[config.mk]
export PLATFORM = sky130hd
export DESIGN_NAME = display_scan_controller
export DESIGN_NICKNAME = d
export VERILOG_FILES = /design/src/rtl/display_scan_controller.sv
export SDC_FILE = /design/constraint.sdc
export NUM_CORES = 1
export LEC_CHECK = 0
export ABC_CLOCK_PERIOD_IN_PS = 2100
export BUFFER_PORTS_ARGS = -buffer_cell sky130_fd_sc_hd__buf_2
export CAP_MARGIN = 25
export CORE_ASPECT_RATIO = 0.6
export CORE_MARGIN = 5
export CORE_UTILIZATION = 39
export CTS_CLUSTER_DIAMETER = 200
export DETAILED_ROUTE_END_ITERATION = 8
export PLACE_DENSITY = 0.56
export RECOVER_POWER = 100
export SLEW_MARGIN = 20
export SYNTH_ARGS = -nofsm -noshare
export SYNTH_HDL_FRONTEND = slang
export SYNTH_SLANG_ARGS = --single-unit
[constraint.sdc]
create_clock -name clk -period 2.1 [get_ports clk]
set_clock_uncertainty 0.2 [all_clocks]
set_input_delay 0.105 -clock clk [delete_from_list [all_inputs] [get_ports clk]]
set_output_delay 0.105 -clock clk [all_outputs]
set_load 0.05 [all_outputs]
[src/rtl/display_scan_controller.sv]
// -----------------------------------------------------------------------------
// display_scan_controller
//
// Purpose:
//   Sequencer for a 4-digit multiplexed 7-segment display. It produces the
//   2-bit digit select (contador) for the downstream digit demux and segment
//   mux. Between digits it forces a short blank gap so the previous digit's
//   segments never ghost onto the next digit. Masked digits are skipped, and a
//   one-cycle pulse marks the point where the scan wraps back to the start of
//   a frame.
//
// Parameters:
//   SCAN_DIV      clk cycles each digit is shown (>= 1)
//   BLANK_CYCLES  clk cycles of forced blank between digits (>= 0)
//   BLINK_FRAMES  frames per blink half-period (>= 1), only with
//                 DISPLAY_BLINK_EN
//
// Optional feature macro:
//   DISPLAY_BLINK_EN  adds the blink_mask port, a frame counter and a blink
//                     phase. Masked digits are blanked during SHOW while the
//                     phase is hidden. Without the macro, blank depends on
//                     the FSM state alone.
//
// Ports:
//   clk         in   1  system clock
//   reset       in   1  synchronous, active-high reset
//   enable      in   1  scan enable; low turns the display off
//   skip_mask   in   4  bit k = 1: digit k is not scanned
//   blink_mask  in   4  bit k = 1: digit k blinks (DISPLAY_BLINK_EN only)
//   contador    out  2  digit select; value k selects digit k
//   blank       out  1  1 = force all digit enables off downstream
//   frame_done  out  1  one-cycle pulse when the scan wraps to a new frame
//
// The FSM state is held in the named register 'state' (type state_t) so it
// can be observed hierarchically.
// -----------------------------------------------------------------------------
module display_scan_controller #(
    parameter int SCAN_DIV     = 1000,
    parameter int BLANK_CYCLES = 16
`ifdef DISPLAY_BLINK_EN
    ,
    parameter int BLINK_FRAMES = 64
`endif
) (
    input  logic       clk,
    input  logic       reset,
    input  logic       enable,
    input  logic [3:0] skip_mask,
`ifdef DISPLAY_BLINK_EN
    input  logic [3:0] blink_mask,
`endif
    output logic [1:0] contador,
    output logic       blank,
    output logic       frame_done
);

    localparam int PW = $clog2(SCAN_DIV) + 1;
    localparam int BW = $clog2(BLANK_CYCLES + 1) + 1;
    localparam logic [PW-1:0] PRE_LAST   = PW'(SCAN_DIV - 1);
    localparam logic [BW-1:0] BLANK_LAST = (BLANK_CYCLES > 0) ? BW'(BLANK_CYCLES - 1) : '0;

    typedef enum logic [1:0] {
        IDLE  = 2'd0,
        SHOW  = 2'd1,
        BLANK = 2'd2
    } state_t;

    state_t          state, state_d;
    logic [1:0]      contador_d;
    logic            blank_d;
    logic            frame_done_d;
    logic [PW-1:0]   prescaler, prescaler_d;
    logic [BW-1:0]   blank_cnt, blank_cnt_d;
    logic            wrap;

`ifdef DISPLAY_BLINK_EN
    localparam int FW = $clog2(BLINK_FRAMES) + 1;
    localparam logic [FW-1:0] FRAME_LAST = FW'(BLINK_FRAMES - 1);

    logic            hidden, hidden_d;
    logic [FW-1:0]   frame_cnt, frame_cnt_d;
`endif

    // Lowest digit whose skip bit is clear. Only meaningful when the mask is
    // not all ones; the caller guarantees that.
    function automatic logic [1:0] lowest_unmasked(input logic [3:0] mask);
        logic [1:0] low;
        low = 2'd0;
        for (int i = 3; i >= 0; i--) begin
            if (!mask[i]) begin
                low = 2'(i);
            end
        end
        return low;
    endfunction

    // Next unmasked digit after cur, searching upward with wrap-around. The
    // loop runs from the farthest offset down so the nearest hit is the last
    // assignment. With no other unmasked digit, cur is kept.
    function automatic logic [1:0] next_unmasked(input logic [1:0] cur,
                                                 input logic [3:0] mask);
        logic [1:0] nxt;
        logic [1:0] cand;
        nxt = cur;
        for (int i = 3; i >= 1; i--) begin
            cand = cur + 2'(i);
            if (!mask[cand]) begin
                nxt = cand;
            end
        end
        return nxt;
    endfunction

    always_comb begin
        state_d      = state;
        contador_d   = contador;
        prescaler_d  = prescaler;
        blank_cnt_d  = blank_cnt;
        wrap         = 1'b0;
        frame_done_d = 1'b0;

        if (!enable) begin
            state_d     = IDLE;
            contador_d  = 2'd0;
            prescaler_d = '0;
            blank_cnt_d = '0;
        end else begin
            case (state)
                IDLE: begin
                    if (skip_mask != 4'b1111) begin
                        state_d     = SHOW;
                        contador_d  = lowest_unmasked(skip_mask);
                        prescaler_d = '0;
                    end
                end
                SHOW: begin
                    if (prescaler == PRE_LAST) begin
                        prescaler_d = '0;
                        if (&skip_mask) begin
                            // Every digit masked: finish this dwell and park.
                            state_d    = IDLE;
                            contador_d = 2'd0;
                        end else begin
                            contador_d   = next_unmasked(contador, skip_mask);
                            // new <= old also covers the single-digit case,
                            // where every advance starts a new frame.
                            wrap         = (contador_d <= contador);
                            frame_done_d = wrap;
                            blank_cnt_d  = '0;
                            state_d      = (BLANK_CYCLES > 0) ? BLANK : SHOW;
                        end
                    end else begin
                        prescaler_d = prescaler + PW'(1);
                    end
                end
                BLANK: begin
                    if (blank_cnt == BLANK_LAST) begin
                        state_d     = SHOW;
                        blank_cnt_d = '0;
                        prescaler_d = '0;
                    end else begin
                        blank_cnt_d = blank_cnt + BW'(1);
                    end
                end
                default: begin
                    state_d     = IDLE;
                    contador_d  = 2'd0;
                    prescaler_d = '0;
                    blank_cnt_d = '0;
                end
            endcase
        end

`ifdef DISPLAY_BLINK_EN
        hidden_d    = hidden;
        frame_cnt_d = frame_cnt;
        if (!enable) begin
            hidden_d    = 1'b0;
            frame_cnt_d = '0;
        end else if (wrap) begin
            if (frame_cnt == FRAME_LAST) begin
                frame_cnt_d = '0;
                hidden_d    = ~hidden;
            end else begin
                frame_cnt_d = frame_cnt + FW'(1);
            end
        end
        // blank is registered, so it is derived from next-state values so it
        // changes on the same edge as contador.
        blank_d = (state_d != SHOW) || (hidden_d && blink_mask[contador_d]);
`else
        blank_d = (state_d != SHOW);
`endif
    end

    always_ff @(posedge clk) begin
        if (reset) begin
            state      <= IDLE;
            contador   <= 2'd0;
            blank      <= 1'b1;
            frame_done <= 1'b0;
            prescaler  <= '0;
            blank_cnt  <= '0;
`ifdef DISPLAY_BLINK_EN
            hidden     <= 1'b0;
            frame_cnt  <= '0;
`endif
        end else begin
            state      <= state_d;
            contador   <= contador_d;
            blank      <= blank_d;
            frame_done <= frame_done_d;
            prescaler  <= prescaler_d;
            blank_cnt  <= blank_cnt_d;
`ifdef DISPLAY_BLINK_EN
            hidden     <= hidden_d;
            frame_cnt  <= frame_cnt_d;
`endif
        end
    end

endmodule
==> results.py <==
metrics = {
    "status": {
        "status": "finished, final reports clean",
    },
    "final_layout": {
        "fill_cells": 329,
        "nets": 184,
        "syn_to_final_growth_pct": 10.7,
        "final_common_cell": "dfxtp_1",
        "drive_gt1_share_pct": 14.0,
        "final_util_pct": 45.4,
        "mostFrequentLayoutCells": "dfxtp_1 (23), nor2_1 (18), o21ai_0 (16)",
        "stdcell_count": 217,
        "finalInstanceArea_um2": 1500,
        "regArea_um2": 460,
        "antenna_cells": 0,
        "multi_input_area_um2": 865,
    },
    "timing": {
        "setup_tns_ns": 0,
        "setup_slack_ns": 0.221,
        "maxSlewViolCount": 0,
        "setup_viol_count_final": 0,
        "holdWs_ns": 0.0812,
        "hold_viol_final": 0,
        "min_period_over_period_pct": 89.5,
        "tightest_slew_ns": 0.606,
        "maxSlewHeadroom_pct": 59.8,
        "max_freq_mhz": 532,
        "finalCriticalPeriod_ns": 1.88,
        "grt_setup_unrepaired": "false",
    },
    "die": {
        "die_area_um2": 4790,
        "coreArea_um2": 3300,
        "die_x_um": 86.1,
        "die_h_um": 55.7,
        "start_util_pct": 41.0,
        "rows": 16,
        "io_pins": 11,
    },
    "synthesis": {
        "ys_types": 47,
        "yosys.area_share.adder_pct": 3.69,
        "synth_area_leaders": "dfxtp_1 (34%), o21ai_0 (5.2%), nor2_1 (5.0%)",
        "async_flop_share_pct": 0,
        "avgSynthCellArea_um2": 8.58,
        "syn_inst": 158,
        "yosys.area.top_type": "dfxtp_1",
        "ys_ff_latch": 23,
        "synth_top_cell_area_share_pct": 34.0,
        "synthMuxAreaShare_pct": 1.48,
        "synth_compound_area_share_pct": 21.8,
        "syn_nets": 169,
        "ys_seq_area_share_pct": 34.0,
        "synthFlopType": "dfxtp_1",
        "synth_top_family_by_area": "simple AND/OR/NAND/NOR gates",
        "synth_xor_area_share_pct": 1.29,
        "ys_warn_count": 0,
        "synth_edf_count": 0,
        "synthesis.area_um2": 1360,
        "yosys.area_share.simple_pct": 36.3,
    },
    "placement": {
        "place_hpwl_um": 2260,
        "gp_congestion": 0.761,
        "io_buffers": 10,
        "pre_cts_slack_ns": 0.267,
        "place_area_um2": 1460,
        "post-place-cells": 212,
    },
    "pwr": {
        "p_int_mw": 0.611,
        "comb_power_share_pct": 11.3,
        "leakage_nw": 0.505,
        "pwr-share-seq_pct": 55.1,
        "p_sw_mw": 0.203,
        "power.density_nw_per_um2": 543,
        "peakVddDrop_mv": 0.208,
        "p_total_mw": 0.814,
        "switching_share_pct": 24.9,
        "clkPwrFrac_pct": 33.5,
    },
    "worst_setup_path": {
        "start_kind": "flop",
        "critPathCaptureType": "flop",
        "critical_path_class": "reg2reg",
        "cp.required_ns": 2.06,
        "crit_arrival_ns": 1.83,
        "cp_max_fo": 4,
    },
    "clock_tree": {
        "cts_inserted_buffers": 3,
        "cts.path.max_buffers": 2,
        "path_clk_slew_ns": 0.08,
        "tritoncts": "built",
        "cts_sinks": 23,
        "cts_resized": 0,
        "cts_hold_buf": 1,
        "cts-root-buf": "clkbuf_8",
        "worstSkewPairLatency_ns": 0.26,
        "postCtsSetupRepairBufs": 0,
        "htreeDepth": 1,
    },
    "routing": {
        "drtIter0Drc": 86,
        "first_pass_iters": 4,
        "drc": 0,
        "wl_per_cell_um": 13.7,
        "drt-vias-per-instance": 5.50,
        "wirelength_um": 2970,
        "vias": 1193,
        "ant_nets": 0,
    },
    "global_route": {
        "grt_max_degree": 14,
        "antenna_found_initial": 0,
        "grtUsageTotal_pct": 12.7,
        "grt_pass1_wl_um": 4980,
        "grt-ovfl-total": 0,
        "first_global_vias": 1061,
    },
    "run": {
        "drv_cap": 0,
    },
    "hold_path": {
        "hold_class": "in2reg",
    },
}
==> layout make-up <==
type,count,share of cell area [%]
repair buffers,12,4.17
clock buffers,4,3.00
inverters,3,0.751
well taps,45,3.75
multi-input cells,130,57.6
flip-flops and latches,23,30.7
==> cell families (layout without fill, tap and decap cells) <==
logic type / Yosys count / in the layout
AOI/OAI and AO/OA: 46 / 46
xor gates and xnor gates: 2 / 2
adders and majority gates: 4 / 4
buffers and inverters: 5 / 19
DFF: 23 / 23
muxes: 2 / 2
and+or+nand+nor: 76 / 76
==> metal layers <==
layer  wire (µm)  GRT usage, %
met4          17          2.71
met1        1620          19.1
met5           0             0
met2        1160          17.2
met3         180          4.29
==> critical path: stages, from the launching register on <==
cell	delay [ns]
dfxtp_1	0.37
ha_1	0.22
nand3_2	0.15
nor4b_4	0.44
nor3_1	0.14
a22oi_1	0.20
nor2_1	0.06
==> sequential cells by signal, indices dropped and copies added (netlist names) <==
register    count
state           2
contador        2
frame_done      1
prescaler      11
blank           1
blank_cnt       6
==> synth_stat cells, types with 3 or more instances <==
| master | instances |
|---|---|
| o21ai_1 | 3 |
| ha_1 | 4 |
| dfxtp_1 | 23 |
| and3_1 | 3 |
| nand2b_1 | 4 |
| inv_1 | 3 |
| a31oi_1 | 3 |
| nor3_1 | 8 |
| nor2_1 | 18 |
| o21ai_0 | 14 |
| a21oi_1 | 13 |
| nand4_1 | 3 |
| nand3_1 | 7 |
| nand2_1 | 11 |
==> power by group through the flow <==
stage | combinational [mW] | sequential, mW | clock, mW
after CTS | 0.0938 | 0.449 | 0.283
after floorplan | 0.0552 | 0.466 | 0
after detailed placement | 0.0917 | 0.459 | 0
final | 0.0924 | 0.449 | 0.273
after global placement | 0.0897 | 0.459 | 0
after global routing | 0.103 | 0.450 | 0.300
==> final timing paths <==
path	start	endpoint	cells past startpoint	slack (ns)
worst max-delay path	blank_cnt[0]$_SDFFE_PP0P_	prescaler[1]$_SDFFE_PP0P_	6	0.22
worst min-delay path	enable	state[0]$_SDFF_PP0_	3	0.08
worst max register to register	blank_cnt[0]$_SDFFE_PP0P_	prescaler[1]$_SDFFE_PP0P_	6	0.22
worst min register to register	prescaler[10]$_SDFFE_PP0P_	prescaler[10]$_SDFFE_PP0P_	1	0.30
(Power assumes the default switching activity.)
